## config.mk

```make
export PLATFORM = sky130hd
export DESIGN_NAME = rs_input_conditioner
export DESIGN_NICKNAME = d
export VERILOG_FILES = /design/src/rtl/rs_lab_pkg.sv /design/src/rtl/debounce_channel.sv /design/src/rtl/rs_input_conditioner.sv
export SDC_FILE = /design/constraint.sdc
export NUM_CORES = 1
export LEC_CHECK = 0
export ABC_AREA = 1
export CAP_MARGIN = 20
export CORE_ASPECT_RATIO = 1.4
export CORE_MARGIN = 2
export CORE_UTILIZATION = 50
export CTS_BUF_LIST = sky130_fd_sc_hd__clkbuf_8
export DETAILED_ROUTE_END_ITERATION = 6
export PLACE_DENSITY = 0.71
export SYNTH_ARGS = -nofsm -noshare
export SYNTH_HDL_FRONTEND = slang
export SYNTH_HIERARCHICAL = 1
export SYNTH_SLANG_ARGS = --single-unit
```

## constraint.sdc

```tcl
create_clock -name Clk -period 1.5 [get_ports Clk]
set_input_delay 0.375 -clock Clk [delete_from_list [all_inputs] [get_ports Clk]]
set_output_delay 0.375 -clock Clk [all_outputs]
set_load 0.02 [all_outputs]
```

## src/rtl/rs_lab_pkg.sv

```systemverilog
// Shared definitions for the sequential_logic lab input conditioning blocks:
// per-channel debounce state encoding and the debounce counter width helper.
package rs_lab_pkg;

    typedef enum logic [1:0] {
        IDLE   = 2'd0,
        ARMING = 2'd1,
        HIGH   = 2'd2,
        DISARM = 2'd3
    } chan_state_t;

    // Width able to hold 0..cycles; the counter never goes past cycles-1.
    function automatic int unsigned cnt_width(input int unsigned cycles);
        return $clog2(cycles + 1);
    endfunction

endpackage

```

## src/rtl/debounce_channel.sv

```systemverilog
// One push-button channel: two-flop synchroniser, debounce FSM and counter.
// Reports the debounced level and a one-cycle request on each accepted press.
module debounce_channel
    import rs_lab_pkg::*;
#(
    parameter int unsigned DEBOUNCE_CYCLES = 16
) (
    input  logic clk,
    input  logic rst,
    input  logic btn,
    output logic lvl,
    output logic press_req
);

    localparam int unsigned CNT_W = cnt_width(DEBOUNCE_CYCLES);
    localparam logic [CNT_W-1:0] CNT_LAST = CNT_W'(DEBOUNCE_CYCLES - 1);
    localparam logic [CNT_W-1:0] CNT_ONE  = CNT_W'(1);

    logic             sync1;
    logic             sync2;
    chan_state_t      state;
    chan_state_t      state_next;
    logic [CNT_W-1:0] cnt;
    logic [CNT_W-1:0] cnt_next;

    always_ff @(posedge clk) begin
        if (rst) begin
            sync1 <= 1'b0;
            sync2 <= 1'b0;
            state <= IDLE;
            cnt   <= '0;
        end else begin
            sync1 <= btn;
            sync2 <= sync1;
            state <= state_next;
            cnt   <= cnt_next;
        end
    end

    // cnt counts consecutive sync2 samples that disagree with the accepted level.
    always_comb begin
        state_next = state;
        cnt_next   = cnt;
        case (state)
            IDLE: begin
                if (sync2) begin
                    state_next = ARMING;
                    cnt_next   = CNT_ONE;
                end else begin
                    cnt_next = '0;
                end
            end
            ARMING: begin
                if (!sync2) begin
                    state_next = IDLE;
                    cnt_next   = '0;
                end else if (cnt == CNT_LAST) begin
                    state_next = HIGH;
                    cnt_next   = '0;
                end else begin
                    cnt_next = cnt + CNT_ONE;
                end
            end
            HIGH: begin
                if (!sync2) begin
                    state_next = DISARM;
                    cnt_next   = CNT_ONE;
                end
            end
            DISARM: begin
                if (sync2) begin
                    state_next = HIGH;
                    cnt_next   = '0;
                end else if (cnt == CNT_LAST) begin
                    state_next = IDLE;
                    cnt_next   = '0;
                end else begin
                    cnt_next = cnt + CNT_ONE;
                end
            end
            default: begin
                state_next = IDLE;
                cnt_next   = '0;
            end
        endcase
    end

    // Request is combinational so the top-level register fires on the accepting edge.
    always_comb begin
        lvl       = (state == HIGH) || (state == DISARM);
        press_req = (state == ARMING) && sync2 && (cnt == CNT_LAST);
    end

endmodule

```

## src/rtl/rs_input_conditioner.sv

```systemverilog
// Conditions raw set/reset push-buttons into single-cycle S/R pulses for the
// clocked RS flip-flop; coincident presses raise Conflict instead of S=R=1.
module rs_input_conditioner
    import rs_lab_pkg::*;
#(
    parameter int unsigned DEBOUNCE_CYCLES = 16
) (
    input  logic Clk,
    input  logic Rst,
    input  logic Btn_S,
    input  logic Btn_R,
    output logic S,
    output logic R,
    output logic Conflict,
    output logic Lvl_S,
    output logic Lvl_R
);

    logic req_s;
    logic req_r;

    debounce_channel #(.DEBOUNCE_CYCLES(DEBOUNCE_CYCLES)) u_chan_s (
        .clk       (Clk),
        .rst       (Rst),
        .btn       (Btn_S),
        .lvl       (Lvl_S),
        .press_req (req_s)
    );

    debounce_channel #(.DEBOUNCE_CYCLES(DEBOUNCE_CYCLES)) u_chan_r (
        .clk       (Clk),
        .rst       (Rst),
        .btn       (Btn_R),
        .lvl       (Lvl_R),
        .press_req (req_r)
    );

    always_ff @(posedge Clk) begin
        if (Rst) begin
            S        <= 1'b0;
            R        <= 1'b0;
            Conflict <= 1'b0;
        end else begin
            S        <= req_s & ~req_r;
            R        <= req_r & ~req_s;
            Conflict <= req_s & req_r;
        end
    end

endmodule

```

# After elaboration in Yosys (flattened, before gate mapping)

Cells that the tools add are included.

Register bits: 21
Input port bits: 4
Output and inout port bits: 5
Logic and storage cells: 70

Add/sub/neg operators: 2
Equality and inequality tests: 16
Reductions and logical operators: 10
Bitwise operators: 5
Mux-type cells: 26

Operator list:

| cell                  | number |
|---|---|
| $mux W5               | 8 |
| $pmux W5 S4           | 2 |
| $mux W2               | 12 |
| $pmux W2 S4           | 2 |
| $add A5 B1 Y5 const B | 2 |
| $eq A5 B4 Y1 const B  | 2 |
| $eq A2 B2 Y1 const B  | 4 |
| $reduce_and A4 Y1     | 2 |
| $ne A3 B1 Y1 const B  | 2 |
| $ne A3 B3 Y1 const B  | 2 |
| $eq A2 B1 Y1 const B  | 2 |
| $logic_and A1 B1 Y1   | 4 |
| $logic_not A2 Y1      | 2 |
| $ne A2 B1 Y1 const B  | 2 |
| $ne A2 B2 Y1 const B  | 2 |
| $and A1 B1 Y1         | 3 |
| $logic_or A1 B1 Y1    | 2 |
| $mux W1               | 2 |
| $not A1 Y1            | 2 |

# Logic depth before layout (Yosys ltp)

Word-level depth: 5
Depth in mapped cells: 7
Depth with buffers taken out: 7

# Cells and area by module

The synthesis kept the hierarchy.

By module, submodules not included:

| module               | cells each | seq. area each (um2) | area each (um2) | instances |
|---|---|---|---|---|
| debounce_channel     | 62         | 180.2                | 446.7           | 2 |
| rs_input_conditioner | 10         | 60.1                 | 86.3            | 1 |

# Least setup slack after synthesis

Ideal clock, no wire load.

Path type: reg-to-reg
Start: register u_chan_r.cnt[0]
End: register with a tool-made name
Library setup time: 0.114 ns
Stages on the path, launching flop included: 7
Arrival: 1.022 ns
Clock period less this slack: 1.136 ns
Path buffers: 0
Slack: 0.364 ns
Required time: 1.386 ns
Cells stage by stage: dfxtp_1 > ha_1 > nand4_1 > nand2_2 > nand3_1 > nand2_1 > a21oi_2

RTL lines:

| item                   | RTL line               | text |
|---|---|---|
| start, declared        | debounce_channel.sv:23 | `logic [CNT_W-1:0] cnt;` |
| start signal, assigned | debounce_channel.sv:36 | `cnt <= cnt_next;` |

==> metrics.md <==
| Metric | Value |
|---|---|
| Top Family by Delay on Critical Path | `flip-flops` |
| Nets | `approximately 150` |
| Routed vias | `875` |
| # IOs | `9` |
| Buf+Inv Stages, Crit Path | `1` |
| Post-Synth XOR/XNOR Area | `0` |
| DP Area | `approximately 0.0011 mm²` |
| Worst slew pin tran | `0.253 ns` |
| Sequential fraction of design power | `0.584` |
| Layout cells sized above 1 | `0.111` |
| Adder-cell share of the synthesized area | `0.0255` |
| Area grow syn2layout | `14.4%` |
| M1 GR Usage | `0.160` |
| GRT Util Overall | `0.164` |
| Fin util | `0.622` |
| Die area | `roughly 0.0023 mm²` |
| Diodes inserted | `0` |
| CORE AREA | `0.00180 mm²` |
| Pint | `0.782 mW` |
| Total Power | `between 0.9 and 1 mW` |
| Clock root cell | `clkbuf_8` |
| Max incr delay on CP | `around 0.41 ns` |
| Comb pwr share | `0.069` |
| Tcrit/Tclk final | `0.928` |
| Post-Route Skew | `approximately 0.0023 ns` |
| Die Wd | `around 41 µm` |
| Max-slew violation count | `0` |
| Simple-Gate Fraction of Synth Area | `0.307` |
| Post-synthesis mux area share | `0` |
| Largest net degree at the start of global routing | `19` |
| Syn_nets | `140` |
| Fmax | `0.718 GHz` |
| Wire per inst | `~10 µm` |
| Global route hottest layer | `met2` |
| Switching pwr | `~0.22 mW` |
| Distinct cells, synth | `18` |
| DR iter-0 viols | `11` |
| CTS Hold Bufs | `0` |
| Routability congestion estimate from global placement | `0.821` |
| Slew HR | `0.831` |
| First-pass GRT wire length | `between 3 and 4 mm` |
| Residual DRC | `0` |
| Vias in the first global route | `roughly 830` |
| Worst-skew pair later-pin latency | `approximately 0.25 ns` |
| Crit path max fanout | `6` |
| WP data required | `around 1.1 ns` |
| Design area | `0.00112 mm²` |
| Sequential-to-total area share from yosys stat | `0.429` |
| Hold Crit Class | `reg -> reg` |
| RSZ-0062 raised after global routing | `false` |
| Clk slew on worst S/H paths | `approximately 0.07 ns` |
| Setup ws final | `0.108 ns` |
| Antenna violations before repair | `0` |
| Post-synthesis compound-gate area fraction | `0.120` |
| H-tree depth | `1` |
| Post-synthesis average cell area | `around 7.3 µm²` |
| Synth Register Bits | `21` |
| Final min period | `between 1 and 1.5 ns` |
| Fin cells | `between 150 and 200` |
| Initial Util | `0.544` |
| Mapped cell area | `980 µm²` |
| PostCTS Resize Cnt | `5` |
| Clock Power Share | `0.346` |
| Clock Tree Buf Depth | `2` |
| Dpl cells | `between 150 and 200` |
| TritonCTS clock tree | `yes` |
| Post-DP HPWL | `1.32 mm` |
| Global route overflow | `0` |
| Hold Fails Final Rpt | `0` |
| Sink Count | `21` |
| Post-Synthesis Cells | `approximately 130` |
| Die height | `roughly 56 µm` |
| Final wirelength | `approximately 1.7 mm` |
| CTS Buf Count | `3` |
| P_leak | `approximately 0.47 nW` |
| Min Hold Slack | `roughly 0.41 ns` |
| Arr. time, crit path | `between 1 and 1.5 ns` |
| Drt via density | `5.34` |
| Postcts setup bufs | `0` |
| Row count | `18` |
| Status | `completed` |
| Critical Setup Path Class | `reg -> out` |
| Slowest CP cell | `dfxtp_1` |
| Final ANT Viol Nets | `0` |
| Final setup viols | `0` |
| Max Cap Viol | `0` |
| First-pass detailed-route iteration total | `4` |
| Place WS | `about 0.11 ns` |
| Port buffer count | `8` |
| CP Cell Sequence | `dlygate4sd2_1` |
| Peak VDD IR | `630 µV` |
| Fin Setup TNS | `0 ns` |
| Crit. End Element | `output port` |
| Worst Setup Start Kind | `flop` |
| Sw Ratio | `0.218` |
| GR Layer Usage met3 | `0.0225` |
| Largest family of logic cells by synthesized area | `simple AND/OR/NAND/NOR gates` |
| Yosys warns | `6` |
| PwrDens | `a little under 900 mW/mm²` |
| Global Route met2 Usage | `0.319` |
final timing paths:
| kind | start | endpoint | slack (ns) | cells after the start |
|---|---|---|---|---|
| setup / recovery | flop | Lvl_R | 0.11 | 1 |
| hold / removal | u_chan_s/sync1$_SDFF_PP0_ | u_chan_s/sync2$_SDFF_PP0_ | 0.41 | 2 |
| setup reg to reg | u_chan_r/cnt[0]$_SDFFE_PP0P_ | flop | 0.18 | 6 |
| hold reg to reg | u_chan_s/sync1$_SDFF_PP0_ | u_chan_s/sync2$_SDFF_PP0_ | 0.41 | 2 |
cells in the final DEF, fill, tap and decap left out:
master	n
a21oi_1	8
a21oi_2	2
a22o_2	2
a31oi_1	4
buf_12	1
buf_4	1
clkbuf_8	3
clkdlybuf4s50_1	3
dfxtp_1	21
dlygate4sd2_1	5
ha_1	2
inv_1	23
inv_2	1
nand2_1	27
nand2_2	4
nand3_1	14
nand4_1	6
nor2_1	9
nor2_2	2
nor3_1	4
o21bai_1	2
cells by family after synthesis:
logic type                 after synthesis
adders and majority gates                2
and+or+nand+nor                         66
DFF                                     21
AOI/OAI and AO/OA                       18
buffers and inverters                   27
final cells by class:
cell class                 instances  area [µm²]
timing repair buffer              10         101
clock buffer                       3        41.3
multi-input combinational         86         443
sequential                        21         420
inverter                          23        86.3
clock inverter                     1        3.75
tap                               20        25.0
fill                             172         681
routing by layer:
| layer | vias to the layer above | wire length, µm |
|---|---|---|
| met5 | - | 0 |
| met4 | 0 | 12 |
| met3 | 2 | 58 |
| met2 | 14 | 945 |
| met1 | 406 | 696 |
| li1 | 453 | - |
synth_stat cells:
master     n  area [µm²]
a31oi_1    4        25.0
clkbuf_1   2        7.51
dfxtp_1   21         420
nor3_1     4        20.0
nand3_1   14        70.1
nand2_2    4        25.0
nand2_1   27         101
o21bai_1   2        15.0
a21oi_2    2        17.5
buf_6      2        22.5
a22o_2     2        20.0
inv_2      1        3.75
inv_1     22        82.6
a21oi_1    8        40.0
nand4_1    6        37.5
nor2_1     9        33.8
nor2_2     2        12.5
ha_1       2        25.0
registers in the layout, indices dropped and copies added, names as in the netlist, named ones only:
name,flops
Conflict,1
R,1
S,1
u_chan_r/cnt,5
u_chan_r/state,1
u_chan_r/sync1,1
u_chan_r/sync2,1
u_chan_s/cnt,5
u_chan_s/state,1
u_chan_s/sync1,1
u_chan_s/sync2,1
power by group through the flow:
stage | Clock [mW] | Sequential [mW] | Combinational, mW
after CTS | 0.357 | 0.584 | 0.0698
final | 0.346 | 0.584 | 0.0693
after global routing | 0.383 | 0.586 | 0.0792
after global placement | 0 | 0.596 | 0.0684
after floorplan | 0 | 0.594 | 0.0494
after detailed placement | 0 | 0.597 | 0.0702
No activity file was read; power rests on OpenSTA's default activity.
